<file path="src/rtl/instr_mem_loader_if.sv">
// Byte-stream and instruction-memory write bus for the instruction loader.
// slave: the loader (consumes bytes, drives the write strobe).
// master: the debug unit / memory side.
interface instr_mem_loader_if #(
  parameter int NB_DATA = 32,
  parameter int NB_BYTE = 8
) ();
  logic               i_byte_valid;
  logic [NB_BYTE-1:0] i_byte;
  logic               o_byte_ready;
  logic               o_we;
  logic [NB_DATA-1:0] o_instr_data;

  modport slave  (input  i_byte_valid, i_byte,
                  output o_byte_ready, o_we, o_instr_data);
  modport master (output i_byte_valid, i_byte,
                  input  o_byte_ready, o_we, o_instr_data);
endinterface

</file>
<file path="src/rtl/instr_mem_loader.sv">
// Instruction memory loader: assembles big-endian words from a byte stream
// and writes them into instruction memory until HALT_WORD or memory full.
module instr_mem_loader #(
  parameter int                 NB_DATA   = 32,
  parameter int                 NB_BYTE   = 8,
  parameter int                 MEM_DEPTH = 64,
  parameter logic [NB_DATA-1:0] HALT_WORD = '1,
  localparam int                NB_CNT    = $clog2(MEM_DEPTH + 1)
) (
  input  logic                 clk,
  input  logic                 i_rst,
  input  logic                 i_start,
  input  logic                 i_abort,
  instr_mem_loader_if.slave    bus,
  output logic [NB_CNT-1:0]    o_word_count,
  output logic                 o_busy,
  output logic                 o_done,
  output logic                 o_overflow
);
  localparam int BPW   = NB_DATA / NB_BYTE;
  localparam int NB_BC = $clog2(BPW);
  localparam int NB_SH = NB_DATA - NB_BYTE;
  localparam logic [NB_BC-1:0]  LAST_BC = NB_BC'(BPW - 1);
  localparam logic [NB_CNT-1:0] FULL    = NB_CNT'(MEM_DEPTH);

  typedef enum logic [1:0] {ST_IDLE, ST_LOAD, ST_WRITE, ST_DONE} state_t;

  state_t             state_q;
  logic [NB_BC-1:0]   bcnt_q;
  logic [NB_SH-1:0]   shreg_q;
  logic [NB_DATA-1:0] data_q;
  logic [NB_CNT-1:0]  cnt_q;
  logic               we_q, ready_q, busy_q, done_q, ovf_q;

  logic [NB_DATA-1:0] word_d;
  logic [NB_CNT-1:0]  cnt_d;

  // Word as it would look with the current byte shifted in; count after a write
  assign word_d = {shreg_q, bus.i_byte};
  assign cnt_d  = cnt_q + NB_CNT'(1);

  // Abort must kill the strobe and the handshake in the very cycle it is seen
  assign bus.o_we         = we_q & ~i_abort;
  assign bus.o_byte_ready = ready_q & ~i_abort;
  assign bus.o_instr_data = data_q;
  assign o_word_count     = cnt_q;
  assign o_busy           = busy_q;
  assign o_done           = done_q;
  assign o_overflow       = ovf_q;

  // Session FSM with registered outputs
  always_ff @(posedge clk) begin
    if (i_rst) begin
      state_q <= ST_IDLE;
      bcnt_q  <= '0;
      shreg_q <= '0;
      data_q  <= '0;
      cnt_q   <= '0;
      we_q    <= 1'b0;
      ready_q <= 1'b0;
      busy_q  <= 1'b0;
      done_q  <= 1'b0;
      ovf_q   <= 1'b0;
    end else begin
      case (state_q)
        // IDLE and DONE behave alike: only i_start matters, abort is ignored
        ST_IDLE, ST_DONE: begin
          if (i_start) begin
            state_q <= ST_LOAD;
            cnt_q   <= '0;
            done_q  <= 1'b0;
            ovf_q   <= 1'b0;
            bcnt_q  <= '0;
            ready_q <= 1'b1;
            busy_q  <= 1'b1;
          end
        end
        ST_LOAD: begin
          if (i_abort) begin
            state_q <= ST_IDLE;
            bcnt_q  <= '0;
            ready_q <= 1'b0;
            busy_q  <= 1'b0;
          end else if (bus.i_byte_valid) begin
            shreg_q <= word_d[NB_SH-1:0];
            if (bcnt_q == LAST_BC) begin
              state_q <= ST_WRITE;
              data_q  <= word_d;
              we_q    <= 1'b1;
              ready_q <= 1'b0;
              bcnt_q  <= '0;
            end else begin
              bcnt_q  <= bcnt_q + NB_BC'(1);
            end
          end
        end
        // The strobe is out this cycle; the count commits at its end unless aborted
        ST_WRITE: begin
          we_q <= 1'b0;
          if (i_abort) begin
            state_q <= ST_IDLE;
            busy_q  <= 1'b0;
          end else begin
            cnt_q <= cnt_d;
            if (data_q == HALT_WORD) begin
              state_q <= ST_DONE;
              done_q  <= 1'b1;
              busy_q  <= 1'b0;
            end else if (cnt_d == FULL) begin
              state_q <= ST_DONE;
              ovf_q   <= 1'b1;
              busy_q  <= 1'b0;
            end else begin
              state_q <= ST_LOAD;
              ready_q <= 1'b1;
            end
          end
        end
        default: state_q <= ST_IDLE;
      endcase
    end
  end
endmodule

</file>
<file path="src/flat_wrapper.sv">
// flat-port wrapper written by rule: the top's interface ports become plain ports
module instr_mem_loader_flat 
#(
  parameter int                 NB_DATA   = 32,
  parameter int                 NB_BYTE   = 8,
  parameter int                 MEM_DEPTH = 64,
  parameter logic [NB_DATA-1:0] HALT_WORD = '1,
  localparam int                NB_CNT    = $clog2(MEM_DEPTH + 1)
)
  (clk, i_rst, i_start, i_abort, o_word_count, o_busy, o_done, o_overflow, bus_i_byte_valid, bus_i_byte, bus_o_byte_ready, bus_o_we, bus_o_instr_data);
  instr_mem_loader_if #(.NB_DATA(NB_DATA), .NB_BYTE(NB_BYTE)) bus_i ();
  input  logic clk;
  input  logic i_rst;
  input  logic i_start;
  input  logic i_abort;
  output logic [NB_CNT-1:0] o_word_count;
  output logic o_busy;
  output logic o_done;
  output logic o_overflow;
  input wire logic [$bits(bus_i.i_byte_valid)-1:0] bus_i_byte_valid;
  input wire logic [$bits(bus_i.i_byte)-1:0] bus_i_byte;
  output wire logic [$bits(bus_i.o_byte_ready)-1:0] bus_o_byte_ready;
  output wire logic [$bits(bus_i.o_we)-1:0] bus_o_we;
  output wire logic [$bits(bus_i.o_instr_data)-1:0] bus_o_instr_data;
  assign bus_i.i_byte_valid = bus_i_byte_valid;
  assign bus_i.i_byte = bus_i_byte;
  assign bus_o_byte_ready = bus_i.o_byte_ready;
  assign bus_o_we = bus_i.o_we;
  assign bus_o_instr_data = bus_i.o_instr_data;
  instr_mem_loader #(.NB_DATA(NB_DATA), .NB_BYTE(NB_BYTE), .MEM_DEPTH(MEM_DEPTH), .HALT_WORD(HALT_WORD)) u_core (.clk(clk), .i_rst(i_rst), .i_start(i_start), .i_abort(i_abort), .bus(bus_i), .o_word_count(o_word_count), .o_busy(o_busy), .o_done(o_done), .o_overflow(o_overflow));
endmodule
</file>
<file path="config.mk">
export PLATFORM = sky130hd
export DESIGN_NAME = instr_mem_loader_flat
export DESIGN_NICKNAME = d
export VERILOG_FILES = /design/src/rtl/instr_mem_loader_if.sv /design/src/rtl/instr_mem_loader.sv /design/src/flat_wrapper.sv
export SDC_FILE = /design/constraint.sdc
export NUM_CORES = 1
export LEC_CHECK = 0
export CORE_UTILIZATION = 40
export DETAILED_ROUTE_END_ITERATION = 8
export GPL_TIMING_DRIVEN = 0
export PLACE_DENSITY_LB_ADDON = 0.25
export SYNTH_ARGS = -nofsm -noshare
export SYNTH_HDL_FRONTEND = slang
export SYNTH_SLANG_ARGS = --single-unit
</file>
<file path="constraint.sdc">
create_clock -name clk -period 2.9 [get_ports clk]
set_input_delay 0.87 -clock clk [delete_from_list [all_inputs] [get_ports clk]]
set_output_delay 0.87 -clock clk [all_outputs]
set_load 0.02 [all_outputs]
</file>
==> flow_metrics.tcl <==
set metrics [dict create \
    status "completed" \
    syn_inst 371 \
    max_stage_delay_ns 0.53 \
    async_reset_ff_share_pct 0 \
    synthAdderAreaFrac_pct 2.127 \
    finalMaxSlewViolations 0 \
    leakagePower_nw 1.306 \
    path_class "in2out" \
    grt_pass1_vias 2546 \
    synth.yosys.seq_area_share_pct 49.00 \
    dp.cells 523 \
    start_util_pct 42.36 \
    grt_max_degree 12 \
    critPathArrivalTime_ns 1.87 \
    ios 57 \
    syn_area_sq_um 2942 \
    post_cts_buffers 0 \
    synth_xor_area_share_pct 0.8932 \
    antenna_found_initial 0 \
    synth_commonest_cells "124 x nand2_1, 72 x dfxtp_1, 61 x a21oi_1" \
    max-vdd-ir-drop_v 0.0002668 \
    cts_buffers 9 \
    post-dp-hpwl_mm 5.169 \
    rows 30 \
    cap_violations 0 \
    required_ns 2.03 \
    overflow 0 \
    yosys.area.top_type "dfxtp_1" \
    vias_per_cell 5.069 \
    fin_crit_ns 2.740 \
    synth-compound-area-share_pct 15.74 \
    relSlewSlack_pct 63.49 \
    hold_violations 0 \
    core-area_sq_um 6944 \
    synthSimpleGateAreaFrac_pct 27.26 \
    gp_congestion 0.7927 \
    tritoncts "built" \
    synth_area_leaders "dfxtp_1 49%, nand2_1 16%, a21oi_1 10%" \
    synth_top_family_by_area "simple AND/OR/NAND/NOR gates" \
    crit_chain "clkdlybuf4s50_1 -> nor2b_1 -> dlygate4sd2_1" \
    ys.warnings.count 0 \
    ys.flop_type "dfxtp_1" \
    clock_latency_ns 0.34 \
    h-tree-depth 3 \
    fmax_mhz 365.0 \
    cts.path.max_buffers 2 \
    synth_edf_count 0 \
    layout.nets 456 \
    critPathSlowestCell "clkdlybuf4s50_1" \
    drtIter0Drc 136 \
    path_buf_inv 2 \
    dieArea_sq_um 7701 \
    worst_slew_pin_slew_ns 0.5477 \
    drive_gt1_share_pct 6.998 \
    hold_class "reg2reg" \
    cts_sinks 72 \
    endpoint_kind "output pin" \
    p_total_mw 1.947 \
    wl_mm 7.263 \
    fillers 677 \
    grt_use_total_pct 20.74 \
    synth-seq-cells 72 \
    avgSynthCellArea_sq_um 7.929 \
    cts.clk_slew.worst_paths_ns 0.07 \
    route.vias.total 2732 \
    synth_top_area_share_pct 49.00 \
    die-width_um 87.76 \
    ant_nets 0 \
    fin_skew_ns 0.009175 \
    synth_cell_types 40 \
    diodes 0 \
    synthToLayoutAreaGrowth_pct 29.82 \
    drt-pass1-iter-count 4 \
    crit_family "buffers and inverters" \
    die_y_um 87.76 \
    cts-root-buf "clkbuf_8" \
    crit_fanout 7 \
    grt_setup_unrepaired "false" \
    fin_crit_sh_pct 94.48 \
    route.detailed.drc 0 \
    synth.most_common_cell "nand2_1" \
    finalSetupViolCount 0 \
    grt_pass1_wl_mm 12.25 \
    power_per_cell_area_nw_per_um2 509.8 \
    synthMuxAreaShare_pct 1.191 \
    portBuffers 56 \
    synth_fp_nets 389 \
    wl_per_cell_um 13.47 \
    fin_cells 539 \
    start_kind "primary input" \
]
-- per-stage QoR --
step	hold WS, ns	instance area, sq um	utilization (%)	setup TNS, ns	setup slack (ns)
after floorplan	0.4322	2942	-	0	0.8421
after global placement	0.4438	3622	52.16	-0.3792	-0.1100
after detailed placement	0.4427	3622	52.16	-0.4936	-0.1111
after CTS	0.4542	3819	54.99	0	0.1545
after global routing	0.4662	3819	54.99	0	0.08818
final	0.4495	3819	54.99	0	0.1601
-- layout by cell type (no fill, tap or decap), types with 2 or more instances in the layout --
| cell | n |
|---|---|
| nand2_1 | 124 |
| dfxtp_1 | 72 |
| a21oi_1 | 61 |
| clkdlybuf4s50_1 | 54 |
| nor2_1 | 20 |
| clkbuf_1 | 15 |
| clkbuf_8 | 12 |
| nand4_1 | 8 |
| nor2b_1 | 6 |
| buf_2 | 6 |
| nand2b_1 | 5 |
| o21ai_0 | 5 |
| ha_1 | 5 |
| a211oi_1 | 4 |
| and3_1 | 3 |
| xor2_1 | 3 |
| a31oi_1 | 3 |
| nand3_1 | 3 |
| inv_1 | 2 |
| or4_4 | 2 |
| mux2i_1 | 2 |
| nor3b_1 | 2 |
| o22ai_1 | 2 |
| or3_1 | 2 |
| clkinv_2 | 2 |
| dlygate4sd2_1 | 2 |
-- where the power goes --
part | internal, mW | switching [mW] | total, mW
clock network | 0.442 | 0.351 | 0.794
registers | 1.00 | 0.00764 | 1.01
logic | 0.0582 | 0.0869 | 0.145
total | 1.50 | 0.446 | 1.95
-- sequential cells by signal (all words and copies together) (netlist names), 2 cells and up --
signal / cells
u_core.shreg_q: 24
u_core.bcnt_q: 2
u_core.state_q: 2
u_core.o_word_count: 7
u_core.bus.o_instr_data: 32
-- area by class of cell --
class,count,area [sq um],area share (%)
inverters,3,11.26,0.2949
clock inverters,3,40.04,1.048
flip-flops and latches,72,1441,37.75
multi-input cells,275,1389,36.37
plain buffers,21,100.1,2.621
repair buffers,56,558.0,14.61
clock buffers,13,158.9,4.161
well taps,96,120.1,3.145
-- repair_timing --
item | in CTS | in global routing
hold buffers | 0 | 0
resized for setup | 2 | 0
setup endpoints to repair | 2 | 0
-- kinds of logic (layout without fill, tap and decap cells) --
group	after synthesis	in the layout
DFF	72	72
muxes	3	3
AOI/OAI and AO/OA	83	83
adders and majority gates	5	5
xor gates and xnor gates	3	3
buffers and inverters	24	96
and+or+nand+nor	181	181
-- metal layers --
layer / up-vias / GRT usage (%) / routed length [um]
li1: 1379 / - / -
met1: 1281 / 27.74 / 3500
met2: 67 / 32.42 / 3308
met3: 5 / 6.315 / 404
met4: 0 / 5.812 / 49
met5: - / 0 / 0
-- final timing paths --
check                                         from                           to  slack, ns  cells after the start
worst max-delay path                       i_abort             bus_o_byte_ready       0.16                      3
worst min-delay path            u_core.shreg_q[22]  u_core.bus.o_instr_data[30]       0.45                      2
worst max register to register   u_core.state_q[0]               u_core.ready_q       0.71                      8
worst min register to register  u_core.shreg_q[22]  u_core.bus.o_instr_data[30]       0.45                      2
-- worst reg2reg max path, cell delays in order (launching register included) --
cell and delay (ns):
dfxtp_1 0.36, inv_1 0.05, ha_1 0.38, nor2b_1 0.22
a21oi_2 0.21, inv_2 0.06, or3_1 0.30, o22ai_1 0.18
mux2_4 0.32
No activity file was read; power rests on OpenSTA's default activity.
